**config.mk**
```make
export PLATFORM = sky130hd
export DESIGN_NAME = zone_packet_rx
export DESIGN_NICKNAME = d
export VERILOG_FILES = /design/src/rtl/zone_pkt_pkg.sv /design/src/rtl/uart_rx_byte.sv /design/src/rtl/zone_packet_rx.sv
export SDC_FILE = /design/constraint.sdc
export NUM_CORES = 1
export LEC_CHECK = 0
export BUFFER_PORTS_ARGS = -buffer_cell sky130_fd_sc_hd__buf_2
export CORE_ASPECT_RATIO = 1.25
export CORE_UTILIZATION = 59
export DETAILED_ROUTE_END_ITERATION = 8
export PLACE_DENSITY = 0.84
export SLEW_MARGIN = 20
export SYNTH_ARGS = -nofsm -noshare
export SYNTH_HDL_FRONTEND = slang
export SYNTH_HIERARCHICAL = 1
export SYNTH_SLANG_ARGS = --single-unit
export TNS_END_PERCENT = 10
```
**constraint.sdc**
```tcl
create_clock -name clk -period 4.2 [get_ports clk]
set_input_delay 0.84 -clock clk [delete_from_list [all_inputs] [get_ports clk]]
set_output_delay 0.84 -clock clk [all_outputs]
set_load 0.01 [all_outputs]
```
**src/rtl/zone_pkt_pkg.sv**
```systemverilog
`default_nettype none
// ============================================================================
//  Module      : zone_pkt_pkg
//  Description : Shared constants, state encodings and helpers for the
//                zone detection packet receiver.
//  Revision    : 1.0  initial release
// ============================================================================
package zone_pkt_pkg;

  localparam logic [7:0] ZONE_HDR = 8'hA5;
  localparam int         ZONE_N   = 9;

  typedef enum logic [1:0] {
    IDLE  = 2'd0,
    START = 2'd1,
    DATA  = 2'd2,
    STOP  = 2'd3
  } byte_state_t;

  typedef enum logic [1:0] {
    WAIT_HDR = 2'd0,
    GET_D0   = 2'd1,
    GET_D1   = 2'd2,
    GET_CHK  = 2'd3
  } pkt_state_t;

  // Index of the lowest set bit; 4'hF when no zone is active.
  function automatic logic [3:0] lowest_set(input logic [ZONE_N-1:0] mask);
    logic [3:0] idx;
    idx = 4'hF;
    for (int i = ZONE_N - 1; i >= 0; i--) begin
      if (mask[i]) idx = 4'(i);
    end
    return idx;
  endfunction

endpackage
`default_nettype wire

```
**src/rtl/uart_rx_byte.sv**
```systemverilog
`default_nettype none
// ============================================================================
//  Module      : uart_rx_byte
//  Description : 8N1 UART byte receiver with 16x oversampling.
//                Ports: clk, reset (sync, active high), i_rx (async line),
//                o_byte_valid / o_frame_err (1-cycle pulses), o_data (byte
//                valid with o_byte_valid), o_tick (16x baud tick).
//  Revision    : 1.0  initial release
// ============================================================================
module uart_rx_byte
  import zone_pkt_pkg::*;
#(
  parameter int CLK_HZ = 100_000_000,
  parameter int BAUD   = 9600
) (
  input  logic       clk,
  input  logic       reset,
  input  logic       i_rx,
  output logic       o_byte_valid,
  output logic       o_frame_err,
  output logic [7:0] o_data,
  output logic       o_tick
);

  localparam int DIV   = CLK_HZ / (BAUD * 16);
  localparam int DIV_W = (DIV > 1) ? $clog2(DIV) : 1;
  localparam logic [DIV_W-1:0] DIV_LAST = DIV_W'(DIV - 1);

  logic [DIV_W-1:0] r_div_cnt;
  logic             w_tick;
  logic             r_rx_meta;
  logic             r_rx_sync;
  logic             r_rx_prev;
  byte_state_t      r_state;
  logic [3:0]       r_tick_cnt;
  logic [2:0]       r_bit_cnt;
  logic [7:0]       r_shift;
  logic [7:0]       r_data;
  logic             r_byte_valid;
  logic             r_frame_err;

  assign w_tick = (r_div_cnt == DIV_LAST);

  always_ff @(posedge clk) begin
    if (reset) begin
      r_div_cnt <= '0;
    end else if (w_tick) begin
      r_div_cnt <= '0;
    end else begin
      r_div_cnt <= r_div_cnt + DIV_W'(1);
    end
  end

  // Line idles high, so the synchroniser resets to 1 to avoid a false start.
  always_ff @(posedge clk) begin
    if (reset) begin
      r_rx_meta <= 1'b1;
      r_rx_sync <= 1'b1;
      r_rx_prev <= 1'b1;
    end else begin
      r_rx_meta <= i_rx;
      r_rx_sync <= r_rx_meta;
      r_rx_prev <= r_rx_sync;
    end
  end

  always_ff @(posedge clk) begin
    if (reset) begin
      r_state      <= IDLE;
      r_tick_cnt   <= 4'd0;
      r_bit_cnt    <= 3'd0;
      r_shift      <= 8'd0;
      r_data       <= 8'd0;
      r_byte_valid <= 1'b0;
      r_frame_err  <= 1'b0;
    end else begin
      r_byte_valid <= 1'b0;
      r_frame_err  <= 1'b0;
      case (r_state)
        IDLE: begin
          // Falling edge only: a line held low after a bad stop bit must
          // return high before another byte can begin.
          if (r_rx_prev && !r_rx_sync) begin
            r_state    <= START;
            r_tick_cnt <= 4'd0;
          end
        end
        START: begin
          if (w_tick) begin
            if (r_tick_cnt == 4'd7) begin
              r_tick_cnt <= 4'd0;
              r_bit_cnt  <= 3'd0;
              r_state    <= r_rx_sync ? IDLE : DATA;
            end else begin
              r_tick_cnt <= r_tick_cnt + 4'd1;
            end
          end
        end
        DATA: begin
          if (w_tick) begin
            if (r_tick_cnt == 4'd15) begin
              r_tick_cnt <= 4'd0;
              r_shift    <= {r_rx_sync, r_shift[7:1]};
              if (r_bit_cnt == 3'd7) begin
                r_state <= STOP;
              end else begin
                r_bit_cnt <= r_bit_cnt + 3'd1;
              end
            end else begin
              r_tick_cnt <= r_tick_cnt + 4'd1;
            end
          end
        end
        STOP: begin
          if (w_tick) begin
            if (r_tick_cnt == 4'd15) begin
              r_tick_cnt <= 4'd0;
              r_state    <= IDLE;
              if (r_rx_sync) begin
                r_byte_valid <= 1'b1;
                r_data       <= r_shift;
              end else begin
                r_frame_err <= 1'b1;
              end
            end else begin
              r_tick_cnt <= r_tick_cnt + 4'd1;
            end
          end
        end
        default: r_state <= IDLE;
      endcase
    end
  end

  assign o_byte_valid = r_byte_valid;
  assign o_frame_err  = r_frame_err;
  assign o_data       = r_data;
  assign o_tick       = w_tick;

endmodule
`default_nettype wire

```
**src/rtl/zone_packet_rx.sv**
```systemverilog
`default_nettype none
// ============================================================================
//  Module      : zone_packet_rx
//  Description : Receives the 4-byte zone packet (A5, D0, D1, CHK) over
//                UART, validates it and latches the 9-bit zone mask plus the
//                lowest active zone index.
//                Ports: clk, reset (sync, active high), i_rx (UART line),
//                o_zone_mask, o_zone_valid (pulse), o_target_idx,
//                o_pkt_err (pulse), o_err_count (saturating).
//  Revision    : 1.0  initial release
// ============================================================================
module zone_packet_rx
  import zone_pkt_pkg::*;
#(
  parameter int CLK_HZ       = 100_000_000,
  parameter int BAUD         = 9600,
  parameter int TIMEOUT_BITS = 20
) (
  input  logic              clk,
  input  logic              reset,
  input  logic              i_rx,
  output logic [ZONE_N-1:0] o_zone_mask,
  output logic              o_zone_valid,
  output logic [3:0]        o_target_idx,
  output logic              o_pkt_err,
  output logic [7:0]        o_err_count
);

  localparam int TO_LIMIT = TIMEOUT_BITS * 16;
  localparam int TO_W     = $clog2(TO_LIMIT);
  localparam logic [TO_W-1:0] TO_LAST = TO_W'(TO_LIMIT - 1);

  logic              w_byte_valid;
  logic              w_frame_err;
  logic [7:0]        w_data;
  logic              w_tick;
  logic              w_timeout;
  logic              w_err;
  logic              w_commit;
  logic [7:0]        w_chk;

  pkt_state_t        r_pkt_state;
  logic [7:0]        r_d0;
  logic              r_d1;
  logic [TO_W-1:0]   r_to_cnt;
  logic [ZONE_N-1:0] r_zone_mask;
  logic              r_zone_valid;
  logic [3:0]        r_target_idx;
  logic              r_pkt_err;
  logic [7:0]        r_err_count;

  uart_rx_byte #(
    .CLK_HZ (CLK_HZ),
    .BAUD   (BAUD)
  ) u_rx_byte (
    .clk          (clk),
    .reset        (reset),
    .i_rx         (i_rx),
    .o_byte_valid (w_byte_valid),
    .o_frame_err  (w_frame_err),
    .o_data       (w_data),
    .o_tick       (w_tick)
  );

  assign w_chk     = ZONE_HDR ^ r_d0 ^ {7'd0, r_d1};
  assign w_timeout = (r_pkt_state != WAIT_HDR) && w_tick && (r_to_cnt == TO_LAST);

  // A received byte takes priority over a timeout in the same cycle.
  always_comb begin
    w_err    = 1'b0;
    w_commit = 1'b0;
    if (w_byte_valid) begin
      case (r_pkt_state)
        GET_D1:  w_err = |w_data[7:1];
        GET_CHK: begin
          if (w_data == w_chk) w_commit = 1'b1;
          else                 w_err    = 1'b1;
        end
        default: ;
      endcase
    end else if (w_frame_err && (r_pkt_state != WAIT_HDR)) begin
      w_err = 1'b1;
    end else if (w_timeout) begin
      w_err = 1'b1;
    end
  end

  always_ff @(posedge clk) begin
    if (reset) begin
      r_pkt_state  <= WAIT_HDR;
      r_d0         <= 8'd0;
      r_d1         <= 1'b0;
      r_to_cnt     <= '0;
      r_zone_mask  <= '0;
      r_zone_valid <= 1'b0;
      r_target_idx <= 4'hF;
      r_pkt_err    <= 1'b0;
      r_err_count  <= 8'd0;
    end else begin
      r_zone_valid <= w_commit;
      r_pkt_err    <= w_err;

      if (w_err && (r_err_count != 8'hFF)) begin
        r_err_count <= r_err_count + 8'd1;
      end

      if (w_commit) begin
        r_zone_mask  <= {r_d1, r_d0};
        r_target_idx <= lowest_set({r_d1, r_d0});
      end

      if (w_byte_valid || w_err || (r_pkt_state == WAIT_HDR)) begin
        r_to_cnt <= '0;
      end else if (w_tick) begin
        r_to_cnt <= r_to_cnt + TO_W'(1);
      end

      if (w_err) begin
        r_pkt_state <= WAIT_HDR;
      end else if (w_byte_valid) begin
        case (r_pkt_state)
          WAIT_HDR: if (w_data == ZONE_HDR) r_pkt_state <= GET_D0;
          GET_D0: begin
            r_d0        <= w_data;
            r_pkt_state <= GET_D1;
          end
          GET_D1: begin
            r_d1        <= w_data[0];
            r_pkt_state <= GET_CHK;
          end
          GET_CHK: r_pkt_state <= WAIT_HDR;
          default: r_pkt_state <= WAIT_HDR;
        endcase
      end
    end
  end

  assign o_zone_mask  = r_zone_mask;
  assign o_zone_valid = r_zone_valid;
  assign o_target_idx = r_target_idx;
  assign o_pkt_err    = r_pkt_err;
  assign o_err_count  = r_err_count;

endmodule
`default_nettype wire
```
=== After elaboration in Yosys (flattened, before gate mapping) ===
Index checks and enable logic that the tools add are counted.

* Word-level logic and storage cells: 125
* Output and inout bits: 23
* Register bits: 83
* Input port bits: 3

* $add $sub $neg: 5
* Reduce and logical (&&, ||, !) cells: 26
* Eq/ne operators: 25
* Bitwise operators: 6
* Muxes and demuxes: 43

{| class="wikitable"
|+ Operator list
! cell !! number
|-
| 4-bit 2-to-1 mux || 13
|-
| 2-bit 2-to-1 mux || 10
|-
| 3-bit 2-to-1 mux || 6
|-
| 2-bit one-hot mux with 4 select lines || 2
|-
| 2-bit by 1-bit inequality test with 1-bit output (second input constant) || 7
|-
| 4-bit one-hot mux with 3 select lines || 1
|-
| 3-bit AND reduction || 4
|-
| 10-bit by 1-bit adder with 10-bit output (second input constant) || 1
|-
| 10-bit equality test (second input constant) || 1
|-
| 9-bit by 1-bit adder with 9-bit output (second input constant) || 1
|-
| 9-bit equality test (second input constant) || 1
|-
| 1-bit 2-to-1 mux || 9
|-
| 8-bit by 1-bit adder with 8-bit output (second input constant) || 1
|-
| 2-bit equality test (second input constant) || 4
|-
| 8-bit equality test || 1
|-
| 8-bit equality test (second input constant) || 1
|-
| 2-bit inequality test (second input constant) || 4
|-
| 8-bit inequality test (second input constant) || 1
|-
| 8-bit AND reduction || 1
|-
| 2-bit OR reduction || 4
|-
| 8-bit by 1-bit XOR with 8-bit output || 1
|-
| 7-bit OR reduction || 1
|-
| 3-bit one-hot mux with 2 select lines || 1
|-
| 6-bit AND reduction || 1
|-
| other kinds (17) || 28
|}

=== Logic depth before layout (Yosys ltp) ===
* Word-level depth: 9
* Mapped depth: 13
* Depth with buffers taken out: 11

=== Hierarchy ===
Netlist, hierarchy kept.

{| class="wikitable"
|+ Modules (own cells, without submodules)
! module !! area an instance (sq um) !! instances !! cells an instance !! sequential area each (sq um)
|-
| zone_packet_rx || 2000.7 || 1 || 215 || 860.8
|-
| uart_rx_byte || 1664.1 || 1 || 174 || 800.8
|}

=== Least setup slack after synthesis ===
Ideal clock, no wire load.

* Path kind: reg-to-reg
* From: register u_rx_byte.r_div_cnt[5]
* To: register r_err_count[5] (netlist: o_err_count[5])
* Slack: 1.034 ns
* Path buffers: 2
* Arrival time: 3.044 ns
* Setup time: 0.121 ns
* Clock period less this slack: 3.166 ns
* Stages on the path, launching flop included: 12
* Data required time: 4.079 ns
* Cell sequence: dfxtp_1 > or4b_1 > or3_1 > buf_2 > inv_1 > clkbuf_1 > nand4_1 > nor3_2 > o32ai_1 > nor3_2 > and3_1 > mux2_4

* Cells in the longest elaborated chain, start to end: 7

{| class="wikitable"
|+ Ends and longest elaborated chain
! what !! RTL line !! text
|-
| start, declared || uart_rx_byte.sv:29 || <nowiki>logic [DIV_W-1:0] r_div_cnt;</nowiki>
|-
| start signal, assigned || uart_rx_byte.sv:50 || <nowiki>r_div_cnt <= r_div_cnt + DIV_W'(1);</nowiki>
|-
| 10-bit equality test || uart_rx_byte.sv:42 || <nowiki>assign w_tick = (r_div_cnt == DIV_LAST);</nowiki>
|-
| via w_tick || zone_packet_rx.sv:36 || <nowiki>logic w_tick;</nowiki>
|-
| 1-bit logical AND (2 in series) || zone_packet_rx.sv:66 || <nowiki>assign w_timeout = (r_pkt_state != WAIT_HDR) && w_tick && (r_to_cnt == TO_LAST);</nowiki>
|-
| 1-bit 2-to-1 mux || zone_packet_rx.sv:83 || <nowiki>end else if (w_timeout) begin</nowiki>
|-
| 1-bit 2-to-1 mux || zone_packet_rx.sv:81 || <nowiki>end else if (w_frame_err && (r_pkt_state != WAIT_HDR)) begin</nowiki>
|-
| 1-bit 2-to-1 mux || zone_packet_rx.sv:72 || <nowiki>if (w_byte_valid) begin</nowiki>
|-
| 1-bit logical AND || zone_packet_rx.sv:103 || <nowiki>if (w_err && (r_err_count != 8'hFF)) begin</nowiki>
|-
| end signal, assigned || zone_packet_rx.sv:104 || <nowiki>r_err_count <= r_err_count + 8'd1;</nowiki>
|-
| end, declared || zone_packet_rx.sv:50 || <nowiki>logic [7:0] r_err_count;</nowiki>
|}

The timed path passes the listed nets, and every way through them passes these cells.
A chain may end at the register's enable or synchronous reset.

=== Worst setup path in the final report ===
Same ends and word-level chain as after synthesis.

==> implementation parameters <==
Parameter                              Value

Route
  Metal3 WL    around 270 µm
  Remaining design rule violation count    0
  Routed via count divided by cell count    5.67
  Routed wire length    about 6.8 mm
  Post-detailed-route count of antenna-violating nets    0
  Sum of routed wire segments on met1    2.91 mm
  Routed length on met2    between 3 and 4 mm
  First-pass iteration count of the detailed router    4
  Uppermost routed layer    met4
  Wire length per cell after detailed routing    13.6 µm
  Iteration-0 DRC Markers    128
  Detailed-route via count    approximately 2800

CTS
  Total setup buffers inserted after CTS    0
  Clock latency reported for the late side of the worst-skew pair    ~0.35 ns
  Bufs on Longest Clock Path    2
  Clk pin slew, worst setup/hold paths    approximately 0.080 ns
  CTS tree    done
  Post-CTS Hold Buffers    0
  Total clock sinks    83
  Buffer type at the clock tree root    sky130_fd_sc_hd__clkbuf_8
  Post-cts resize count    0
  Maximum level of the CTS H-tree    3
  Number of CTS-inserted buffers    9

Die
  Initial core utilization    62.2%
  Count of standard-cell rows    31
  Die span in y    90.1 µm
  Chip Width    72.5 µm
  Total I/O pin count    26
  Total core area    5900 µm²
  Area of the die    6530 µm²

Worst hold path
  Path type of the worst min-delay path    register to register

Critical path
  Worst setup endpoint    o_err_count[5]$_SDFFE_PP0P_
  Logic depth of the worst path, buffers included    9
  Launching element type of the critical path    register
  Worst path cell trace    or4b_1, or3_1, inv_1, nand4_1, nor3_2, o32ai_1, nor3_2, and3_1, mux2_4
  Crit path arrival time    3.62 ns
  Worst path top cell family by delay    simple AND/OR/NAND/NOR gates
  Critical path capture point type    register
  Cell occurring most often along the worst timing path    sky130_fd_sc_hd__nor3_2
  Category of the most critical setup path    register to register
  Setup slack of the worst register-to-register path    0.82 ns
  Cell at the slowest stage of the critical path    sky130_fd_sc_hd__or4b_1
  Register-to-Register Path Depth    9
  Maximum fanout along the worst path    12
  Stage delay of the slowest cell on the critical path    0.53 ns
  Launching point of the worst reg2reg path    u_rx_byte/r_div_cnt[5]$_SDFF_PP0_
  Worst setup path startpoint    u_rx_byte/r_div_cnt[5]$_SDFF_PP0_
  Crit path buffers/inverters    1
  CP required    4.44 ns
  Worst flop-to-flop path endpoint    o_err_count[5]$_SDFFE_PP0P_

Yosys
  Synthesized netlist cell count    389
  Largest cells by area after synthesis    sky130_fd_sc_hd__dfxtp_1 (45%), sky130_fd_sc_hd__mux2i_1 (10%), sky130_fd_sc_hd__nor2_1 (6.0%)
  Area share of the largest cell type after synthesis    a little under half
  Syn Nets    403
  Largest area contributor in the netlist    sky130_fd_sc_hd__dfxtp_1
  Dominant combinational cell family by area after synthesis    simple AND/OR/NAND/NOR gates
  Complex-gate fraction of the synthesized area    6.86%
  Synth Flop Type    sky130_fd_sc_hd__dfxtp_1
  Number of synthesized flops with an enable pin    0
  Seq cells post-synth    83
  Distinct cell type count of the synthesized netlist    55
  Arithmetic-cell share of the synthesized area counting full adders, half adders and majority gates    3.76%
  Post-synthesis xor/xnor area fraction    7.10%
  Fraction of synthesis flops using an asynchronous set or reset pin    0%
  Simple-gate share of the synthesized area    23.3%
  Mux contribution to synthesized area    between 10% and 20%
  Number of warning messages in the yosys log    6
  Netlist Area Pre-Place    3660 µm²
  Average cell area after synthesis    about 9.4 µm²
  Share of synthesized area occupied by flip-flops and latches    a little under half

STA
  RSZ-0062 raised after global routing    false
  Transition time of the tightest slew-check pin    1.01 ns
  Skew final    a little under 0.008 ns
  Period Utilization, post-route    80.5%
  Highest clock frequency the design can meet    between 200 and 300 MHz
  Post-route setup TNS    0 ns
  Min Clock Period, post-route    3.38 ns
  Worst relative slew slack    32.1%
  Final setup vio count    0
  Final Slew Violations    0
  Final Hold Fails    0

Final layout
  Post-route cell area    4040 µm²
  Highest-count cells in the layout ignoring fill and taps    sky130_fd_sc_hd__dfxtp_1 (83), sky130_fd_sc_hd__nor2_1 (59), sky130_fd_sc_hd__mux2i_1 (38)
  Number of diodes    0
  Leading cell type in the layout, fill and taps excluded    sky130_fd_sc_hd__dfxtp_1
  Filler cell count    477
  Area growth, synth to finish    10.2%
  Fraction of final layout cells with drive strength greater than 1    a little over an eighth
  Fin cells    501
  Final net count    428

GRT
  Initial antenna violation count    0
  Global routing usage summed across all routing layers    22.7%
  Pin count of the biggest net entering global routing    47
  Grt ovf    0
  Vias in the first global route    ~2700
  Wire length of the first global-routing pass    11.8 mm

Power and ir drop
  Areal power density over the cells    between 300 and 400 nW/µm²
  Leak Pwr    1.72 nW
  Worst vdd ir    about 0.23 mV

Place
  Cell area reported after detailed placement    3850 µm²
  Detailed placer's ending HPWL    4.83 mm
  Number of I/O port buffers    25
  Last weighted congestion value of the routability-driven placer    0.835
  Cell Count Post-Placement    around 490

Flow run
  Max-cap violations    0

Run status
  Result of the run    finished, final reports clean
power by group:
part           total [mW]  switching (mW)  internal [mW]  leakage, nW
clock network       0.557           0.269          0.288       0.0991
logic              0.0269          0.0195        0.00740        0.949
registers           0.795         0.00521          0.790        0.670
total                1.38           0.293           1.09         1.72
cells in the mapped netlist (2+ instances only):
cell type and count:
sky130_fd_sc_hd__nor3_2 2, sky130_fd_sc_hd__clkbuf_1 8, sky130_fd_sc_hd__nand4b_1 2, sky130_fd_sc_hd__xnor2_1 13, sky130_fd_sc_hd__nor2b_1 4, sky130_fd_sc_hd__nand3_1 11, sky130_fd_sc_hd__nand3b_1 2, sky130_fd_sc_hd__o32ai_1 2
sky130_fd_sc_hd__buf_2 2, sky130_fd_sc_hd__nor3_1 7, sky130_fd_sc_hd__or2_2 3, sky130_fd_sc_hd__or4b_1 2, sky130_fd_sc_hd__nand2_1 37, sky130_fd_sc_hd__a21oi_1 12, sky130_fd_sc_hd__or3_1 3, sky130_fd_sc_hd__o311ai_0 3
sky130_fd_sc_hd__nor2_1 59, sky130_fd_sc_hd__mux2i_1 38, sky130_fd_sc_hd__o21ai_0 6, sky130_fd_sc_hd__inv_1 12, sky130_fd_sc_hd__o211ai_1 2, sky130_fd_sc_hd__dfxtp_1 83, sky130_fd_sc_hd__nand4_1 14, sky130_fd_sc_hd__and3_1 3
sky130_fd_sc_hd__ha_1 11, sky130_fd_sc_hd__nor3b_1 2, sky130_fd_sc_hd__and4_1 3, sky130_fd_sc_hd__xor2_1 14, sky130_fd_sc_hd__nor4_1 3
worst min-delay path by stage:
stage,start,end,slack [ns],cells after the start
4_1_cts,u_rx_byte/r_rx_meta$_SDFF_PP1_,u_rx_byte/r_rx_sync$_SDFF_PP1_,0.42,1
6_report,u_rx_byte/r_rx_meta$_SDFF_PP1_,u_rx_byte/r_rx_sync$_SDFF_PP1_,0.42,1
2_1_floorplan,u_rx_byte/r_rx_meta$_SDFF_PP1_,u_rx_byte/r_rx_sync$_SDFF_PP1_,0.39,1
3_5_place_dp,u_rx_byte/r_rx_meta$_SDFF_PP1_,u_rx_byte/r_rx_sync$_SDFF_PP1_,0.40,1
5_1_grt,u_rx_byte/r_rx_meta$_SDFF_PP1_,u_rx_byte/r_rx_sync$_SDFF_PP1_,0.44,1
3_3_place_gp,u_rx_byte/r_rx_meta$_SDFF_PP1_,u_rx_byte/r_rx_sync$_SDFF_PP1_,0.39,1
stage by stage:
stage | util, % | worst slack (ns) | hold slack [ns] | power [mW]
after global routing | 68.5 | 0.594 | 0.435 | 1.43
after CTS | 68.5 | 0.862 | 0.418 | 1.39
after floorplan | - | 1.03 | 0.389 | 0.832
after detailed placement | 65.2 | 0.881 | 0.398 | 0.841
final | 68.5 | 0.820 | 0.416 | 1.38
after global placement | 65.2 | 0.953 | 0.394 | 0.839
cell families after synthesis:
kind of cell,count (synthesis)
flip-flops,83
multiplexers,39
XOR/XNOR,28
buffers and inverters,24
adder cells (fa/ha/maj),11
AND/OR/NAND/NOR,167
AO/OA/AOI/OAI,37
per-layer routing:
metal	GRT usage [%]	vias to the layer above
met5	0	-
met4	10.5	0
met3	5.94	17
met2	39.1	81
met1	25.7	1320
li1	-	1423
flip-flops by register name, indices dropped and copies added (netlist names), named ones only:
| register | count |
|---|---|
| o_err_count | 8 |
| o_pkt_err | 1 |
| o_target_idx | 4 |
| o_zone_mask | 9 |
| o_zone_valid | 1 |
| r_d0 | 8 |
| r_d1 | 1 |
| r_pkt_state | 2 |
| r_to_cnt | 9 |
| u_rx_byte/o_byte_valid | 1 |
| u_rx_byte/o_data | 8 |
| u_rx_byte/o_frame_err | 1 |
| u_rx_byte/r_bit_cnt | 3 |
| u_rx_byte/r_div_cnt | 10 |
| u_rx_byte/r_rx_meta | 1 |
| u_rx_byte/r_rx_prev | 1 |
| u_rx_byte/r_rx_sync | 1 |
| u_rx_byte/r_shift | 8 |
| u_rx_byte/r_state | 1 |
| u_rx_byte/r_tick_cnt | 4 |
area by class of cell:
class	count	area [µm²]	area share, %
Clock buffer	11	141	3.50
Clock inverter	5	52.6	1.30
Inverter	12	45.0	1.11
Multi-Input combinational cell	282	1900	47.1
Sequential cell	83	1660	41.1
Tap cell	82	103	2.54
Timing Repair Buffer	26	133	3.28
Power figures use the tool's default switching activity.
